===== src/rtl/cpu_bus_arbiter.sv =====
// cpu_bus_arbiter: shares one memory bus between the fetch and data ports, data first with fetch anti-starvation.
// Define BUS_TIMEOUT_EN to abort transactions that see no m_ack within TIMEOUT_CYCLES.
module cpu_bus_arbiter #(
  parameter int STARVE_LIMIT   = 4,
  parameter int TIMEOUT_CYCLES = 255
) (
  input  logic        clock,
  input  logic        reset,
  input  logic        i_request,
  input  logic [31:0] i_addr,
  output logic        i_ack,
  output logic [31:0] i_rdata,
  input  logic        d_request,
  input  logic [31:0] d_addr,
  input  logic        d_write,
  input  logic [3:0]  d_byte_enable,
  input  logic [31:0] d_wdata,
  input  logic [1:0]  d_size,
  output logic        d_ack,
  output logic [31:0] d_rdata,
  output logic        d_busy,
  output logic        m_request,
  output logic [31:0] m_addr,
  output logic        m_write,
  output logic [3:0]  m_byte_enable,
  output logic [31:0] m_wdata,
  output logic [1:0]  m_size,
  input  logic        m_ack,
  input  logic [31:0] m_rdata,
  output logic        bus_error,
  output logic        protocol_error
);
  localparam int SW = $clog2(STARVE_LIMIT + 1);
  typedef enum logic {IDLE, BUSY} state_t;
  typedef enum logic {FETCH, DATA} owner_t;
  state_t state;
  owner_t owner;
  logic i_pend, d_pend, d_write_q, timeout, done, i_drop, d_drop, grant_i, grant_d;
  logic [31:0] i_addr_q, d_addr_q, d_wdata_q;
  logic [3:0] d_be_q;
  logic [1:0] d_size_q;
  logic [SW-1:0] starve_cnt;
`ifdef BUS_TIMEOUT_EN
  logic [15:0] to_cnt;
  assign timeout = state == BUSY && !m_ack && to_cnt == 16'(TIMEOUT_CYCLES);
  always_ff @(posedge clock or negedge reset)
    if (!reset) to_cnt <= '0;
    else if (grant_i || grant_d) to_cnt <= '0;
    else if (state == BUSY) to_cnt <= to_cnt + 16'd1;
`else
  logic [15:0] unused_timeout;
  assign unused_timeout = 16'(TIMEOUT_CYCLES);
  assign timeout = 1'b0;
`endif
  // a timeout completes the transaction like an ack, but with zero data
  assign done      = state == BUSY && (m_ack || timeout);
  assign i_ack     = done && owner == FETCH;
  assign d_ack     = done && owner == DATA;
  assign i_rdata   = (i_ack && m_ack) ? m_rdata : '0;
  assign d_rdata   = (d_ack && m_ack) ? m_rdata : '0;
  assign bus_error = timeout;
  assign d_busy    = d_pend || (state == BUSY && owner == DATA);
  assign i_drop    = i_pend || (state == BUSY && owner == FETCH && !i_ack);
  assign d_drop    = d_pend || (state == BUSY && owner == DATA && !d_ack);
  assign grant_d   = state == IDLE && d_pend && (!i_pend || starve_cnt != SW'(STARVE_LIMIT));
  assign grant_i   = state == IDLE && i_pend && !grant_d;
  always_ff @(posedge clock or negedge reset)
    if (!reset) begin
      state          <= IDLE;
      owner          <= FETCH;
      i_pend         <= 1'b0;
      d_pend         <= 1'b0;
      i_addr_q       <= '0;
      d_addr_q       <= '0;
      d_write_q      <= 1'b0;
      d_be_q         <= '0;
      d_wdata_q      <= '0;
      d_size_q       <= '0;
      starve_cnt     <= '0;
      m_request      <= 1'b0;
      m_addr         <= '0;
      m_write        <= 1'b0;
      m_byte_enable  <= '0;
      m_wdata        <= '0;
      m_size         <= '0;
      protocol_error <= 1'b0;
    end else begin
      m_request <= 1'b0;
      if (grant_i) i_pend <= 1'b0;
      if (grant_d) d_pend <= 1'b0;
      if (i_request && !i_drop) begin
        i_pend   <= 1'b1;
        i_addr_q <= i_addr;
      end
      if (d_request && !d_drop) begin
        d_pend    <= 1'b1;
        d_addr_q  <= d_addr;
        d_write_q <= d_write;
        d_be_q    <= d_byte_enable;
        d_wdata_q <= d_wdata;
        d_size_q  <= d_size;
      end
      if ((i_request && i_drop) || (d_request && d_drop) || (state == IDLE && m_ack))
        protocol_error <= 1'b1;
      starve_cnt <= (!i_pend || grant_i) ? '0 :
                    (grant_d && starve_cnt != SW'(STARVE_LIMIT)) ? starve_cnt + SW'(1) : starve_cnt;
      if (grant_d) begin
        state         <= BUSY;
        owner         <= DATA;
        m_request     <= 1'b1;
        m_addr        <= d_addr_q;
        m_write       <= d_write_q;
        m_byte_enable <= d_be_q;
        m_wdata       <= d_wdata_q;
        m_size        <= d_size_q;
      end else if (grant_i) begin
        state         <= BUSY;
        owner         <= FETCH;
        m_request     <= 1'b1;
        m_addr        <= i_addr_q;
        m_write       <= 1'b0;
        m_byte_enable <= 4'hF;
        m_wdata       <= '0;
        m_size        <= 2'b10;
      end else if (done) state <= IDLE;
    end
endmodule

===== config.mk =====
export PLATFORM = sky130hd
export DESIGN_NAME = cpu_bus_arbiter
export DESIGN_NICKNAME = d
export VERILOG_FILES = /design/src/rtl/cpu_bus_arbiter.sv
export SDC_FILE = /design/constraint.sdc
export NUM_CORES = 1
export LEC_CHECK = 0
export BUFFER_PORTS_ARGS = -buffer_cell sky130_fd_sc_hd__buf_2
export CAP_MARGIN = 20
export CORE_MARGIN = 4
export CORE_UTILIZATION = 35
export CTS_CLUSTER_DIAMETER = 30
export DETAILED_ROUTE_END_ITERATION = 6
export PLACE_DENSITY_LB_ADDON = 0.05
export SLEW_MARGIN = 20
export SYNTH_ARGS = -nofsm -noshare
export SYNTH_HDL_FRONTEND = slang
export SYNTH_SLANG_ARGS = --single-unit

===== constraint.sdc =====
create_clock -name clock -period 1.8 [get_ports clock]
set_clock_uncertainty 0.15 [all_clocks]
set_input_delay 0.27 -clock clock [delete_from_list [all_inputs] [get_ports clock]]
set_output_delay 0.27 -clock clock [all_outputs]
set_load 0.02 [all_outputs]

==> impl_summary.md <==
Route
The first-pass iteration count of the detailed router is 5. The detailed-route wire length is 26410 um. For this block, the initial DRC count from the detailed router was 314. The average routed wire per standard cell is 20.40 um. In this run the remaining antenna-violating nets after routing total 0. For this block, the via count after detailed routing is 6322. For this run, design rule violations remaining after detail routing come to 0. The average via count per standard cell is 4.882.

Final layout
After the last flow step, the layout net total stands at 1148. Relative to the synthesized area, the layout overhead comes to 68.75%. The filler cell count in the final layout is ~1700.

The fraction of layout cells with a size suffix above 1 is 54.27%. Excluding fillers, the count of instances in the completed layout stands at 1295. The fraction of the core area covered by cells at the end of the flow is approximately 61%.

Power
For this design the ratio of total power to cell area is between 1500 and 2000 nW/um^2. Total power for the finished layout comes to 22250 uW. In this run the static leakage power is 0.006379 uW. The worst-case IR drop observed on VDD is 0.0009578 V.

STA
The timing-limited maximum frequency is 482.9 MHz. Setup repair after global routing could not meet its margin everywhere. The count of final max-slew check failures was 0. The final critical path takes up 115.0% of the cycle. The routed design could run at a clock period as short as 2071 ps.

The final-report setup violation count is 237. The smallest setup slack after layout is -270.7 ps. The count of final hold-check violations is 0.

Global routing
The initial antenna violation count is 1. The first-pass GRT wire length is approximately 35000 um. The total overflow left after global routing is 0.

The largest net degree at the start of global routing is 81. Global routing used 18.52% of the available tracks across all layers. The number of global-route vias before repair was 6402.

Worst setup path
The maximum fanout along the worst path is 5. Data arrives at the worst endpoint at roughly 1700 ps. The longest individual stage delay on the worst path is 370 ps. Broken down by cell family, the worst path's largest delay share belongs to buffers and inverters.

The critical path is of the reg2out type. The worst path buffer plus inverter count is 4. The highest-delay cell along the critical path is sky130_fd_sc_hd__dfrtp_1. At the worst endpoint, the required time is 1380 ps. STA classifies the critical path endpoint as an output pin. STA classifies the critical path startpoint as a register. Walking the worst path, the cells encountered are buf_6 > nand2_4 > nor2_4 > buf_12 > clkbuf_16 > and2_4 > buf_6.

Among the stages of the critical path, the cell type that occurs most often is sky130_fd_sc_hd__buf_6.

Yosys
Synthesis produced 567 cells. By area the synthesized netlist is led by sky130_fd_sc_hd__dfrtp_1 (60%), sky130_fd_sc_hd__mux2_2 (14%), sky130_fd_sc_hd__and2_1 (6.7%), sky130_fd_sc_hd__a22o_1 (3.9%), sky130_fd_sc_hd__a221o_1 (2.1%). Counting flops with a built-in enable in the synthesized netlist gives 0. For this run, the number of Yosys warnings is 0. The top cell type by area accounts for 60.13% of the synthesized area. The netlist uses 33 different library cells. Sequential cells were found to cover 60.13% of the synthesized design area. The average instance in the mapped netlist occupies roughly 13 um^2.

The mapped netlist covers 7616 um^2. Counting instances in the post-synthesis netlist gives the leading cell types as sky130_fd_sc_hd__dfrtp_1 (183), sky130_fd_sc_hd__mux2_2 (94), sky130_fd_sc_hd__and2_1 (81). After synthesis, the share of flip-flops with an asynchronous set or reset is 100.0%.

The cell type with the largest total area after synthesis is sky130_fd_sc_hd__dfrtp_1. The leading cell type by number of instances after synthesis is sky130_fd_sc_hd__dfrtp_1. Synthesis produced a netlist with a net count of 709. Among all flip-flop cells after synthesis, the most frequent one is sky130_fd_sc_hd__dfrtp_1. The synthesized design contains around 180 register bits.

Flow run
Max-cap violations in this run came to 0.

Clock tree
The total clock sinks is 183. The clock tree from TritonCTS is done. The H-tree depth is 4. The number of buffers created by CTS is 17. The maximum clock path buffer count is 2. Clock tree synthesis selected as its root buffer the cell sky130_fd_sc_hd__clkbuf_16. Clock-pin slew was measured on the worst setup and hold paths at 70 ps. The insertion delay to the later sink of the worst-skew pair is 430 ps.

Status
The checks that failed: setup timing. The flow ran to the end, but the final reports show violations.

Floorplan
The die is ~160 um wide. Row generation in the floorplan step produced 53 rows. The floorplan step defined a die boundary enclosing 24180 um^2. The effective utilization at floorplan is 35.89%. In this run the count of I/O pins placed on the die edge is 281. The core area is 21220 um^2. From bottom edge to top edge, the die measures 155.5 um.

Place
The post-detailed-placement half-perimeter wirelength is approximately 15000 um. The port buffer count is 279. The final RePlAce weighted congestion is 0.9678. In this run, placement finished with an instance count of 1108.

Worst hold path
The worst hold path class is in2async.
## timing repair
item                                    4_1_cts  5_1_grt
setup buffers                                 4       20
cloned                                        3       23
gates resized for setup                     100      196
hold buffers                                106        0
pin swaps                                    10       44
endpoints found under the setup margin       89      196
hold endpoints to repair                    287        0
## worst register-to-register path: stages (launching register included)
cell                      delay (ps)
sky130_fd_sc_hd__dfrtp_1         400
sky130_fd_sc_hd__buf_4           140
sky130_fd_sc_hd__buf_6           110
sky130_fd_sc_hd__nor3b_2         170
sky130_fd_sc_hd__nor3b_4         240
sky130_fd_sc_hd__buf_12          170
sky130_fd_sc_hd__buf_6           110
sky130_fd_sc_hd__buf_6           120
sky130_fd_sc_hd__mux2_2          330
## cell families (layout without fill, tap and decap cells)
family,count (synthesis),in the layout,synth area share (%)
flip-flops,183,183,60.13
other,1,2,0.04924
buffers and inverters,46,498,3.811
AO/OA/AOI/OAI,82,82,9.414
adder cells (fa/ha/maj),2,2,0.3285
multiplexers,103,103,15.23
XOR/XNOR,1,1,0.1150
AND/OR/NAND/NOR,149,149,10.93
## report_power, final
group / total, uW / internal, uW / switching (uW) / leakage, uW
Combinational: 11300 / 6220 / 5120 / 0.00390
Clock: 3630 / 1880 / 1760 / 0.000276
Sequential: 7270 / 6140 / 1130 / 0.00220
Total: 22200 / 14200 / 8010 / 0.00638
## worst paths after layout
check / depth (start not counted) / end / slack, ps / startpoint
min reg2reg: 1 / m_byte_enable[3]$_DFFE_PN0P_ / 340 / d_be_q[3]$_DFFE_PN0P_
min in group clock: 2 / state$_DFFE_PN0P_ / 90 / m_ack
max in group asynchronous: 3 / d_addr_q[21]$_DFFE_PN0P_ / 730 / reset
min: 2 / m_wdata[31]$_DFFE_PN0P_ / 80 / reset
max: 7 / i_rdata[12] / -270 / state$_DFFE_PN0P_
max reg2reg: 8 / i_addr_q[10]$_DFFE_PN0P_ / -240 / state$_DFFE_PN0P_
## state kept, by name, summed over array words and instances (netlist names)
register        count
starve_cnt          3
m_request           1
i_addr_q           32
d_wdata_q          32
d_be_q              4
i_pend              1
state               1
protocol_error      1
d_write_q           1
d_addr_q           32
m_size              2
owner               1
m_addr             32
m_wdata            32
m_byte_enable       4
d_pend              1
d_size_q            2
m_write             1
## layer usage
layer,vias up,wire (um),track usage [%]
met5,-,0,0
met4,0,338,5.586
met3,22,1392,4.562
met2,184,13210,30.00
met1,3239,11470,24.78
li1,2877,-,-
## layout by cell type, fill, tap and decap left out, types with 2 or more instances in the layout
| master | n |
|---|---|
| sky130_fd_sc_hd__clkinv_4 | 2 |
| sky130_fd_sc_hd__buf_12 | 26 |
| sky130_fd_sc_hd__clkbuf_16 | 33 |
| sky130_fd_sc_hd__buf_16 | 2 |
| sky130_fd_sc_hd__dfrtp_1 | 182 |
| sky130_fd_sc_hd__clkinvlp_4 | 2 |
| sky130_fd_sc_hd__buf_8 | 5 |
| sky130_fd_sc_hd__inv_1 | 6 |
| sky130_fd_sc_hd__ha_1 | 2 |
| sky130_fd_sc_hd__a21oi_1 | 2 |
| sky130_fd_sc_hd__buf_4 | 19 |
| sky130_fd_sc_hd__a221o_1 | 16 |
| sky130_fd_sc_hd__o21ai_0 | 4 |
| sky130_fd_sc_hd__o22a_1 | 5 |
| sky130_fd_sc_hd__nand2_1 | 36 |
| sky130_fd_sc_hd__mux2_4 | 87 |
| sky130_fd_sc_hd__buf_6 | 63 |
| sky130_fd_sc_hd__nand2_4 | 4 |
| sky130_fd_sc_hd__and2_1 | 29 |
| sky130_fd_sc_hd__buf_2 | 223 |
| sky130_fd_sc_hd__mux2_2 | 16 |
| sky130_fd_sc_hd__inv_6 | 4 |
| sky130_fd_sc_hd__and2_4 | 52 |
| sky130_fd_sc_hd__dlygate4sd3_1 | 106 |
| sky130_fd_sc_hd__nand3_1 | 19 |
| sky130_fd_sc_hd__o211ai_1 | 16 |
| sky130_fd_sc_hd__a22o_1 | 34 |
| sky130_fd_sc_hd__inv_8 | 4 |
## metrics by stage
step                hold slack [ps]  setup TNS (ps)  setup WS (ps)  area (um^2)
finish                        77.15          -29050         -270.7        12850
global route                  65.16          -40810         -344.3        12850
CTS                           36.47          -18540         -270.6        11540
detailed placement           -35.78          -2.386         -2.386         9498
global placement             -38.30               0          42.44         9498
floorplan                    -175.6               0          9.167         7616
## cell type report
class / count / area, um^2 / share of cell area [%]
antenna: 1 / 2.502 / 0.01947
inverter: 6 / 22.52 / 0.1752
tap: 275 / 344.1 / 2.677
timing repair buffer: 460 / 4080 / 31.75
clock buffer: 19 / 442.9 / 3.446
sequential: 183 / 4581 / 35.64
clock inverter: 13 / 128.9 / 1.003
multi-input combinational: 338 / 3251 / 25.29
Power figures use the tool's default switching activity.
